<file path="config.mk">
export PLATFORM = sky130hd
export DESIGN_NAME = iob_wb_bridge
export DESIGN_NICKNAME = d
export VERILOG_FILES = /design/src/rtl/iob_wb_bridge.sv
export SDC_FILE = /design/constraint.sdc
export NUM_CORES = 1
export LEC_CHECK = 0
export ABC_AREA = 1
export CAP_MARGIN = 0
export CORE_AREA = 5 5 107 99
export CTS_CLUSTER_SIZE = 8
export DETAILED_ROUTE_END_ITERATION = 6
export DIE_AREA = 0 0 112 104
export HOLD_SLACK_MARGIN = 0.06
export PLACE_DENSITY = 0.8
export SYNTH_ARGS = -nofsm -noshare
export SYNTH_HDL_FRONTEND = slang
export SYNTH_SLANG_ARGS = --single-unit
</file>
<file path="constraint.sdc">
create_clock -name clk -period 3.94 [get_ports clk]
set_clock_uncertainty 0.1 [all_clocks]
set_input_delay 0.591 -clock clk [delete_from_list [all_inputs] [get_ports clk]]
set_output_delay 0.591 -clock clk [all_outputs]
set_load 0.1 [all_outputs]
</file>
<file path="src/rtl/iob_wb_bridge.sv">
// IOb-native slave to Wishbone classic master bridge with retry and error responses.
// Optional bus watchdog: define IOB_WB_BRIDGE_TIMEOUT_EN to enable the TIMEOUT_CYCLES limit.
module iob_wb_bridge #(
  parameter int unsigned ADDR_W         = 16,
  parameter int unsigned DATA_W         = 32,
  parameter int unsigned MAX_RETRY      = 3,
  parameter int unsigned TIMEOUT_CYCLES = 255
) (
  input  logic                                 clk,
  input  logic                                 rst,
  input  logic                                 valid,
  input  logic [ADDR_W-1:0]                    address,
  input  logic [DATA_W-1:0]                    wdata,
  input  logic [DATA_W/8-1:0]                  wstrb,
  output logic [DATA_W-1:0]                    rdata,
  output logic                                 ready,
  output logic                                 err_o,
  output logic [ADDR_W-$clog2(DATA_W/8)-1:0]   wb_adr_o,
  output logic [DATA_W-1:0]                    wb_dat_o,
  output logic [DATA_W/8-1:0]                  wb_sel_o,
  output logic                                 wb_we_o,
  output logic                                 wb_cyc_o,
  output logic                                 wb_stb_o,
  input  logic [DATA_W-1:0]                    wb_dat_i,
  input  logic                                 wb_ack_i,
  input  logic                                 wb_err_i,
  input  logic                                 wb_rty_i
);

  localparam int unsigned ADDR_LSB = $clog2(DATA_W / 8);
  localparam int unsigned RTY_W    = (MAX_RETRY > 0) ? $clog2(MAX_RETRY + 1) : 1;

  typedef enum logic [1:0] {StIdle, StBus, StGap, StResp} state_e;

  state_e           state;
  logic [RTY_W-1:0] rty_cnt;
  logic             retry_ok;
  logic             to_hit;

  assign retry_ok = (32'(rty_cnt) < MAX_RETRY);

  // Byte-offset bits never reach the word-addressed Wishbone side.
  if (ADDR_LSB > 0) begin : g_addr_lsb
    logic unused_addr_lsb;
    assign unused_addr_lsb = ^address[ADDR_LSB-1:0];
  end

`ifdef IOB_WB_BRIDGE_TIMEOUT_EN
  localparam int unsigned TO_W = $clog2(TIMEOUT_CYCLES + 1);

  logic [TO_W-1:0] to_cnt;

  // Counter is held at zero outside BUS, so every BUS entry starts fresh.
  always_ff @(posedge clk or posedge rst) begin
    if (rst) begin
      to_cnt <= '0;
    end else if (state != StBus) begin
      to_cnt <= '0;
    end else if (!(wb_ack_i || wb_err_i || wb_rty_i)) begin
      to_cnt <= to_cnt + TO_W'(1);
    end
  end

  assign to_hit = (state == StBus) && !(wb_ack_i || wb_err_i || wb_rty_i) &&
                  (32'(to_cnt) == TIMEOUT_CYCLES - 1);
`else
  logic unused_timeout;
  assign unused_timeout = ^TIMEOUT_CYCLES;
  assign to_hit         = 1'b0;
`endif

  always_ff @(posedge clk or posedge rst) begin
    if (rst) begin
      state    <= StIdle;
      rty_cnt  <= '0;
      rdata    <= '0;
      ready    <= 1'b0;
      err_o    <= 1'b0;
      wb_adr_o <= '0;
      wb_dat_o <= '0;
      wb_sel_o <= '0;
      wb_we_o  <= 1'b0;
      wb_cyc_o <= 1'b0;
      wb_stb_o <= 1'b0;
    end else begin
      unique case (state)
        StIdle: begin
          if (valid) begin
            wb_adr_o <= address[ADDR_W-1:ADDR_LSB];
            wb_dat_o <= wdata;
            wb_we_o  <= |wstrb;
            wb_sel_o <= (|wstrb) ? wstrb : '1;
            rty_cnt  <= '0;
            wb_cyc_o <= 1'b1;
            wb_stb_o <= 1'b1;
            state    <= StBus;
          end
        end
        StBus: begin
          // Priority ack > err > rty; any response beats the watchdog.
          if (wb_ack_i) begin
            rdata    <= wb_we_o ? '0 : wb_dat_i;
            err_o    <= 1'b0;
            ready    <= 1'b1;
            wb_cyc_o <= 1'b0;
            wb_stb_o <= 1'b0;
            state    <= StResp;
          end else if (wb_err_i || (wb_rty_i && !retry_ok) || to_hit) begin
            rdata    <= '0;
            err_o    <= 1'b1;
            ready    <= 1'b1;
            wb_cyc_o <= 1'b0;
            wb_stb_o <= 1'b0;
            state    <= StResp;
          end else if (wb_rty_i) begin
            rty_cnt  <= rty_cnt + RTY_W'(1);
            wb_cyc_o <= 1'b0;
            wb_stb_o <= 1'b0;
            state    <= StGap;
          end
        end
        StGap: begin
          wb_cyc_o <= 1'b1;
          wb_stb_o <= 1'b1;
          state    <= StBus;
        end
        StResp: begin
          ready <= 1'b0;
          err_o <= 1'b0;
          state <= StIdle;
        end
        default: state <= StIdle;
      endcase
    end
  end

endmodule

</file>
==> flow_summary_export.csv, run 1 <==
group,metric,value,unit
run_status,status,"finished clean",
sta,slew_headroom,32.9,%
layout,areaGrowthSynthToFinish,53.7,%
sta,finalHoldViolCount,0,
clocking,cts_buffer_depth,2,
clocking,htreeDepth,3,
critical_path,critPathTopFamily,"buffers and inverters",
clocking,cts_root_buf,"clkbuf_8",
synthesis,yosys_warnings,0,
synthesis,ys_seq_area_share,62.0,%
grt,grt_pass1_vias,3128,
critical_path,startpoint_type,"flop",
die,num_rows,34,
critical_path,cpMaxStageDelayCell,"clkdlybuf4s50_1",
grt,antenna_found_initial,0,
synthesis,ys_ff_latch,90,
synthesis,synth_cells,406,
grt,track_usage,15.9,%
grt,grt-ovfl-total,0,
route,drcViolationCount,0,
die,die_width,112,um
critical_path,crit_buf_inv,1,
layout,diodes,0,
route,routed_wl,9390,um
clocking,insertion_delay,0.33,ns
layout,nets,667,
synthesis,synthTopCellsByArea,"dfrtp_1, nand2_1, inv_1, o21ai_0, buf_6",
die,ios,177,
hold_path,hp-class,"flop to flop",
synthesis,synth_top_family_by_area,"simple AND/OR/NAND/NOR gates",
synthesis,yosys.area_share.simple,23.5,%
layout,final_common_cell,"nand2_1",
critical_path,worstPathMaxFanout,3,
synthesis,synth_nets,497,
route,drt_iter0_drc,149,
route,dr.pass1.iters,4,
layout,fill_cells,801,
route,viasPerCell,4.39,
grt,grt_max_degree,55,
flow_run,max_cap_viol_count,0,
critical_path,endpoint_kind,"output pin",
layout,drive_gt1_share,4.48,%
route,route.vias.total,3105,
clocking,clk_pin_slew,0.08,ns
layout,final_cells,707,
sta,setup_viol,0,
synthesis,ys_types,20,
synthesis,synthXorXnorAreaFrac,0,%
synthesis,muxShareOfSynthArea,0,%
critical_path,crit_required,3.25,ns
sta,slew_viol_final,0,
synthesis,synth_top_area_share,62.0,%
sta,worst_slew_pin_slew,1.00,ns
layout,final_core_util,59.3,%
placed_design,io_buffers,174,
die,coreArea,9400,um2
die,die_area,11600,um2
synthesis,synth_compound_area_share,5.24,%
clocking,cts_tree,"yes",
route,ant_nets,0,
clocking,hold_buffers,0,
synthesis,synthAdderAreaFrac,0.345,%
layout,multi_input_area,1060,um2
critical_path,crit_type,"flop to output pin",
clocking,post-cts-setup-buffer-count,0,
critical_path,cpPeakStageDelay,1.15,ns
sta,fin_setup_tns,0,ns
critical_path,cp.arrival,1.88,ns
die,initial_core_util,38.6,%
layout,final_cell_mix,"nand2_1, clkdlybuf4s50_1, dfrtp_1",
synthesis,synth_area,3630,um2
die,die_h,104,um
layout,seqCellArea,2250,um2
critical_path,crit_chain,"clkdlybuf4s50_1",
sta,period_needed,2.57,ns
placed_design,dp.cells,691,
route,wire_per_inst,13.3,um
synthesis,avgSynthCellArea,8.94,um2
placed_design,dp_hpwl,6920,um
sta,fmax,390,MHz
synthesis,netlist.top_cell.by_area,"dfrtp_1",
clocking,cts_buffers,9,
sta,rsz0062_at_grt,"false",
grt,grt_pass1_wl,15300,um
clocking,cts_sinks,90,
sta,min_period_over_period,65.1,%
clocking,cts_resized,0,
placed_design,gp_congestion,0.728,
==> flip-flops by register name, indices dropped and copies added (netlist names) <==
signal and count:
wb_dat_o 32, rty_cnt 2, err_o 1, wb_adr_o 14, rdata 32, ready 1
state 2, wb_sel_o 4, wb_stb_o 1, wb_we_o 1
==> worst reg2reg max path: stages (launching register included) <==
cell     delay, ns
dfrtp_1       0.41
inv_1         0.15
nand3_2       0.11
inv_2         0.60
nand2_1       0.31
nor2_1        0.18
nor2_1        0.05
==> per-layer routing <==
metal / vias to the layer above / wire length, um / share of wire, % / track usage, %
li1: 1559 / - / - / -
met1: 1427 / 4020 / 43 / 19.6
met2: 108 / 4550 / 48 / 27.0
met3: 11 / 713 / 7.6 / 4.94
met4: 0 / 106 / 1.1 / 4.21
met5: - / 0 / 0 / 0
==> logic make-up (layout without fill, tap and decap cells) <==
family | Yosys count | after routing
simple gates | 215 | 215
flops | 90 | 90
buf+inv | 62 | 237
compound gates | 38 | 38
fa+ha+maj | 1 | 1
==> synthesized netlist by cell type (all sizes together) <==
library cell  count
nand3b            1
nor3              1
nand2           188
o21ai            37
dfrtp            90
buf              18
a21oi             1
nor2             18
inv              44
ha                1
nand3             7
==> stage by stage <==
stage	instance area, um2	hold slack [ns]	setup WS (ns)
final	5580	0.383	1.37
after global placement	5400	0.361	1.42
after floorplan	3630	0.346	0.914
after detailed placement	5400	0.365	1.34
after CTS	5580	0.387	1.35
after global routing	5580	0.395	1.31
==> layout make-up <==
type,count,area share (%)
Clock buffer,11,2.53
Clock inverter,5,0.695
Inverter,44,3.03
Multi-Input combinational cell,254,18.9
Sequential cell,90,40.4
Tap cell,126,2.83
Timing Repair Buffer,177,31.6
==> final timing paths <==
kind	from	cells after the start	slack (ns)	to
max	wb_stb_o	1	1.37	wb_cyc_o
min	wb_adr_o[11]	2	0.38	wb_adr_o[11]
max reg2reg	state[1]	6	1.93	wb_sel_o[2]
min reg2reg	wb_adr_o[11]	2	0.38	wb_adr_o[11]
max in group asynchronous	rst	3	2.33	state[1]
min in group asynchronous	rst	2	0.62	wb_dat_o[2]
Power of run 1 is not shown: default switching activity piles up to over one toggle a cycle in this logic, so the estimate is an artifact.
==> run 2, diff against run 1 <==
--- a/config.mk
+++ b/config.mk
@@ -7,12 +7,12 @@
 export LEC_CHECK = 0
 export ABC_AREA = 1
 export CAP_MARGIN = 0
-export CORE_AREA = 5 5 107 99
+export CORE_AREA = 5 5 111 102
 export CTS_CLUSTER_SIZE = 8
 export DETAILED_ROUTE_END_ITERATION = 6
-export DIE_AREA = 0 0 112 104
+export DIE_AREA = 0 0 116 107
 export HOLD_SLACK_MARGIN = 0.06
-export PLACE_DENSITY = 0.8
+export PLACE_DENSITY = 0.78
 export SYNTH_ARGS = -nofsm -noshare
 export SYNTH_HDL_FRONTEND = slang
 export SYNTH_SLANG_ARGS = --single-unit
==> constraint.sdc (replaced) <==
create_clock -name clk -period 2.2 [get_ports clk]
set_clock_uncertainty 0.1 [all_clocks]
set_input_delay 0.33 -clock clk [delete_from_list [all_inputs] [get_ports clk]]
set_output_delay 0.33 -clock clk [all_outputs]
set_load 0.1 [all_outputs]
==> run 2 against run 1 <==
Compared with the run above: non-clock buffer count is 2 higher; register-to-register slack worse by 1.4 ns; global-route usage fell by 0.98 points; worst hold slack got worse by 0.0088 ns; largest cell class unchanged; via count shrank 1.8%; clock-buffer cell count shrank 2; cell count up 0.71%; die area up 6.6%; setup slack worse by 0.82 ns; highest routed layer unchanged; design area decreased by 0.38%.
==> flow_summary_export.csv, run 2 (synthesis gave the netlist of run 1 again) <==
group,metric,value,unit
critical_path,endpoint_kind,"flop",
critical_path,cpPeakStageDelay,0.40,ns
layout,diodes,0,
critical_path,cp.arrival,1.76,ns
route,routed_wl,9330,um
critical_path,cpMaxStageDelayCell,"dfrtp_1",
critical_path,crit_chain,"ha_1 -> nand2_1 -> nand3_1 -> nand2_2 -> buf_12 -> nand2_1 -> nand2_1 -> nand2_1",
clocking,htreeDepth,3,
die,die_width,116,um
route,dr.pass1.iters,4,
sta,fin_setup_tns,0,ns
layout,areaGrowthSynthToFinish,53.1,%
sta,setup_viol,0,
die,die_area,12400,um2
route,wire_per_inst,13.1,um
clocking,post-cts-setup-buffer-count,0,
route,drt_iter0_drc,137,
clocking,cts_tree,"yes",
route,ant_nets,0,
clocking,cts_buffer_depth,2,
critical_path,crit_type,"flop to flop",
critical_path,reg2reg_to,"rty_cnt[1]",
die,die_h,107,um
layout,nets,669,
grt,grt_max_degree,91,
die,num_rows,35,
clocking,cts_resized,0,
layout,final_common_cell,"nand2_1",
layout,final_cells,712,
sta,fin_ws,0.557,ns
placed_design,gp_congestion,0.798,
grt,antenna_found_initial,0,
critical_path,startpoint_type,"flop",
placed_design,dp.cells,696,
sta,min_period_over_period,74.7,%
clocking,cts_root_buf,"clkbuf_16",
sta,finalHoldViolCount,0,
placed_design,place_ws,0.294,ns
layout,reg_top3,"rdata x32, wb_dat_o x32, wb_adr_o x14",
flow_run,max_cap_viol_count,0,
grt,grt-ovfl-total,0,
layout,multi_input_area,1060,um2
layout,drive_gt1_share,19.9,%
clocking,cts_buffers,9,
sta,slew_viol_final,0,
hold_path,hp-class,"input port to async pin",
die,initial_core_util,36.0,%
run_status,status,"finished clean",
critical_path,cpMostUsedCell,"nand2_1",
die,ios,177,
grt,track_usage,14.9,%
layout,fill_cells,862,
sta,worst_slew_pin_slew,0.473,ns
critical_path,crit_buf_inv,1,
clocking,clk_pin_slew,0.06,ns
critical_path,critPathTopFamily,"simple AND/OR/NAND/NOR gates",
grt,grt_pass1_vias,3074,
grt,grt_pass1_wl,14800,um
die,coreArea,10100,um2
critical_path,rr_worst_depth,8,
critical_path,reg2reg_slack,0.56,ns
layout,seqCellArea,2250,um2
sta,slew_headroom,68.5,%
layout,final_cell_mix,"nand2_1, dfrtp_1, buf_4",
clocking,insertion_delay,0.32,ns
sta,period_needed,1.64,ns
clocking,cts_sinks,90,
critical_path,crit_required,2.32,ns
route,viasPerCell,4.28,
sta,fmax,609,MHz
clocking,hold_buffers,0,
placed_design,io_buffers,174,
placed_design,dp_hpwl,6860,um
critical_path,crit-reg2reg-launch,"rty_cnt[0]",
route,drcViolationCount,0,
critical_path,worstPathMaxFanout,29,
route,route.vias.total,3050,
sta,rsz0062_at_grt,"false",
-- run 2: cell types whose count changed in the layout (fill, tap and decap cells not counted), sizes merged --
cell	delta
buf	+89
clkdlybuf4s50	-87
bufinv	+2
clkbuf	-2
-- run 2: area by class of cell --
cell class / count / area share (%)
inverters: 44 / 3.08
repair buffers: 179 / 28.8
well taps: 129 / 2.90
clock inverters: 7 / 1.67
clock buffers: 9 / 4.05
multi-input cells: 254 / 19.0
flip-flops and latches: 90 / 40.5
-- run 2: worst min-delay path: stages --
cell and delay (ns):
clkdlybuf4s50_1 0.44, clkinvlp_4 0.10, buf_12 0.37
-- run 2: worst max path at each step --
stage	startpoint	to	slack [ns]	depth (start not counted)
after global routing	rty_cnt[0]	rty_cnt[0]	0.43	8
final	rty_cnt[0]	rty_cnt[1]	0.56	8
after floorplan	wb_stb_o	wb_stb_o	0.43	1
after detailed placement	wb_ack_i	rty_cnt[1]	0.29	8
after global placement	valid	wb_sel_o[1]	0.33	6
after CTS	rty_cnt[0]	rty_cnt[1]	0.56	8
-- run 2: routing by layer --
metal,vias to the layer above,track usage [%],wire length [um]
met5,-,0,0
li1,1566,-,-
met1,1355,19.2,4070
met4,0,4.56,113
met2,119,24.1,4300
met3,10,4.51,845
-- run 2: per-stage QoR --
step,utilization (%),hold slack [ns],area (um2)
2_1_floorplan,-,0.340,3630
3_3_place_gp,52.0,0.363,5240
3_5_place_dp,52.0,0.367,5240
4_1_cts,55.2,0.383,5560
5_1_grt,55.2,0.390,5560
6_report,55.2,0.375,5560
Power of run 2 is left out for the same reason.
==> run 3, diff against run 2 <==
==> constraint.sdc (replaced) <==
create_clock -name clk -period 1.4 [get_ports clk]
set_clock_uncertainty 0.1 [all_clocks]
set_input_delay 0.21 -clock clk [delete_from_list [all_inputs] [get_ports clk]]
set_output_delay 0.21 -clock clk [all_outputs]
set_load 0.1 [all_outputs]
==> run 3 against run 2 <==
Compared with the run above: critical path depth stayed put; worst hold slack worse by 0.30 ns; sequential share of layout area is 7.6 points lower; routed wire length is 16% higher; largest cell class is now non-clock buffers; highest routed layer unchanged.
==> flow_summary_export.csv, run 3 (synthesis gave the netlist of run 1 again) <==
group,metric,value,unit
critical_path,cp.arrival,1.49,ns
sta,worst_slew_pin_slew,0.250,ns
layout,areaGrowthSynthToFinish,88.9,%
grt,grt-ovfl-total,0,
clocking,hold_buffers,0,
layout,final_core_util,68.1,%
sta,slew_viol_final,0,
grt,grt_pass1_vias,3343,
sta,setup_viol,0,
route,routed_wl,10800,um
critical_path,cpMostUsedCell,"nand2_1",
clocking,clk_pin_slew,0.07,ns
die,die_width,116,um
die,ios,177,
layout,diodes,0,
placed_design,dp_hpwl,7940,um
grt,grt_max_degree,47,
hold_path,hp-class,"input port to async pin",
flow_run,max_cap_viol_count,0,
route,drcViolationCount,0,
clocking,cts_tree,"yes",
route,route.vias.total,3304,
route,drt_iter0_drc,176,
layout,fill_cells,773,
route,wire_per_inst,14.8,um
grt,antenna_found_initial,0,
layout,multi_input_area,1100,um2
layout,final_cell_mix,"nand2_1, buf_12, dfrtp_1, clkdlybuf4s50_1, inv_1",
critical_path,crit_buf_inv,1,
critical_path,crit_type,"flop to flop",
die,die_area,12400,um2
die,num_rows,35,
clocking,htreeDepth,3,
critical_path,startpoint_type,"flop",
clocking,cts_buffer_depth,2,
critical_path,endpoint_kind,"flop",
sta,period_needed,1.36,ns
critical_path,crit_chain,"ha_2 -> nand2_2 -> nand3_4 -> nand2_4 -> buf_6 -> nand2_1 -> nand2_1 -> nand2_1",
clocking,cts_sinks,90,
sta,min_period_over_period,97.4,%
grt,track_usage,16.7,%
critical_path,cpPeakStageDelay,0.38,ns
placed_design,gp_congestion,0.813,
die,die_h,107,um
sta,slew_headroom,83.3,%
layout,seqCellArea,2260,um2
clocking,cts_root_buf,"clkbuf_16",
sta,rsz0062_at_grt,"true",
route,ant_nets,0,
sta,finalHoldViolCount,0,
sta,fin_setup_tns,0,ns
layout,drive_gt1_share,23.7,%
layout,final_common_cell,"nand2_1",
die,initial_core_util,36.0,%
route,dr.pass1.iters,4,
critical_path,cpMaxStageDelayCell,"dfrtp_1",
placed_design,io_buffers,174,
critical_path,critPathTopFamily,"simple AND/OR/NAND/NOR gates",
clocking,insertion_delay,0.33,ns
route,viasPerCell,4.54,
critical_path,worstPathMaxFanout,6,
die,coreArea,10100,um2
clocking,cts_buffers,9,
layout,nets,685,
sta,fmax,733,MHz
run_status,status,"finished clean",
layout,reg_top3,"rdata x32, wb_dat_o x32, wb_adr_o x14",
critical_path,crit_required,1.52,ns
grt,grt_pass1_wl,16300,um
run 3: per-layer routing:
metal	track usage, %	part of all wire [%]	vias to the layer above	wire length [um]
met5	0	0	-	0
met4	5.05	1.2	0	126
met3	6.26	9.7	13	1050
met2	28.6	50	146	5410
met1	19.4	39	1547	4200
li1	-	-	1598	-
run 3: final timing paths:
| path | startpoint | endpoint | slack [ns] | cells past startpoint |
|---|---|---|---|---|
| worst max-delay path | rty_cnt[0] | state[0] | 0.04 | 8 |
| worst min-delay path | rst | wb_dat_o[7] | 0.07 | 2 |
| worst max register to register | rty_cnt[0] | state[0] | 0.04 | 8 |
| worst min register to register | rty_cnt[1] | rty_cnt[1] | 0.38 | 2 |
| max in group asynchronous | rst | rdata[12] | 0.65 | 3 |
| min in group clk | wdata[31] | wb_dat_o[31] | 0.32 | 3 |
run 3: worst register-to-register path: stages, from the launching register on:
cell and delay (ns):
dfrtp_1 0.38, ha_2 0.20, nand2_2 0.08, nand3_4 0.08, nand2_4 0.13, buf_6 0.13
nand2_1 0.05, nand2_1 0.06, nand2_1 0.04
run 3: stage by stage:
| step | instance area [um2] | setup WS (ns) | hold WS [ns] | std cells |
|---|---|---|---|---|
| after floorplan | 3640 | -0.0525 | 0.220 | 406 |
| after global placement | 6450 | -0.166 | 0.362 | 708 |
| after detailed placement | 6450 | -0.250 | 0.363 | 708 |
| after CTS | 6730 | -0.00379 | 0.0719 | 724 |
| after global routing | 6860 | -0.0518 | 0.0755 | 728 |
| final | 6860 | 0.0360 | 0.0744 | 728 |
run 3: repair_timing:
item	4_1_cts	5_1_grt
endpoints found under the hold margin	0	0
gates cloned	0	2
pin swaps	0	1
setup endpoints to repair	50	85
setup buffers	0	2
gates resized for setup	6	17
run 3: layout make-up:
class                   count  area share [%]
repair buffers            195            42.1
flip-flops and latches     90            32.9
inverters                  44            2.57
clock inverters             6           0.620
clock buffers              10            3.34
well taps                 129            2.35
multi-input cells         254            16.1
Power of run 3 is left out for the same reason.
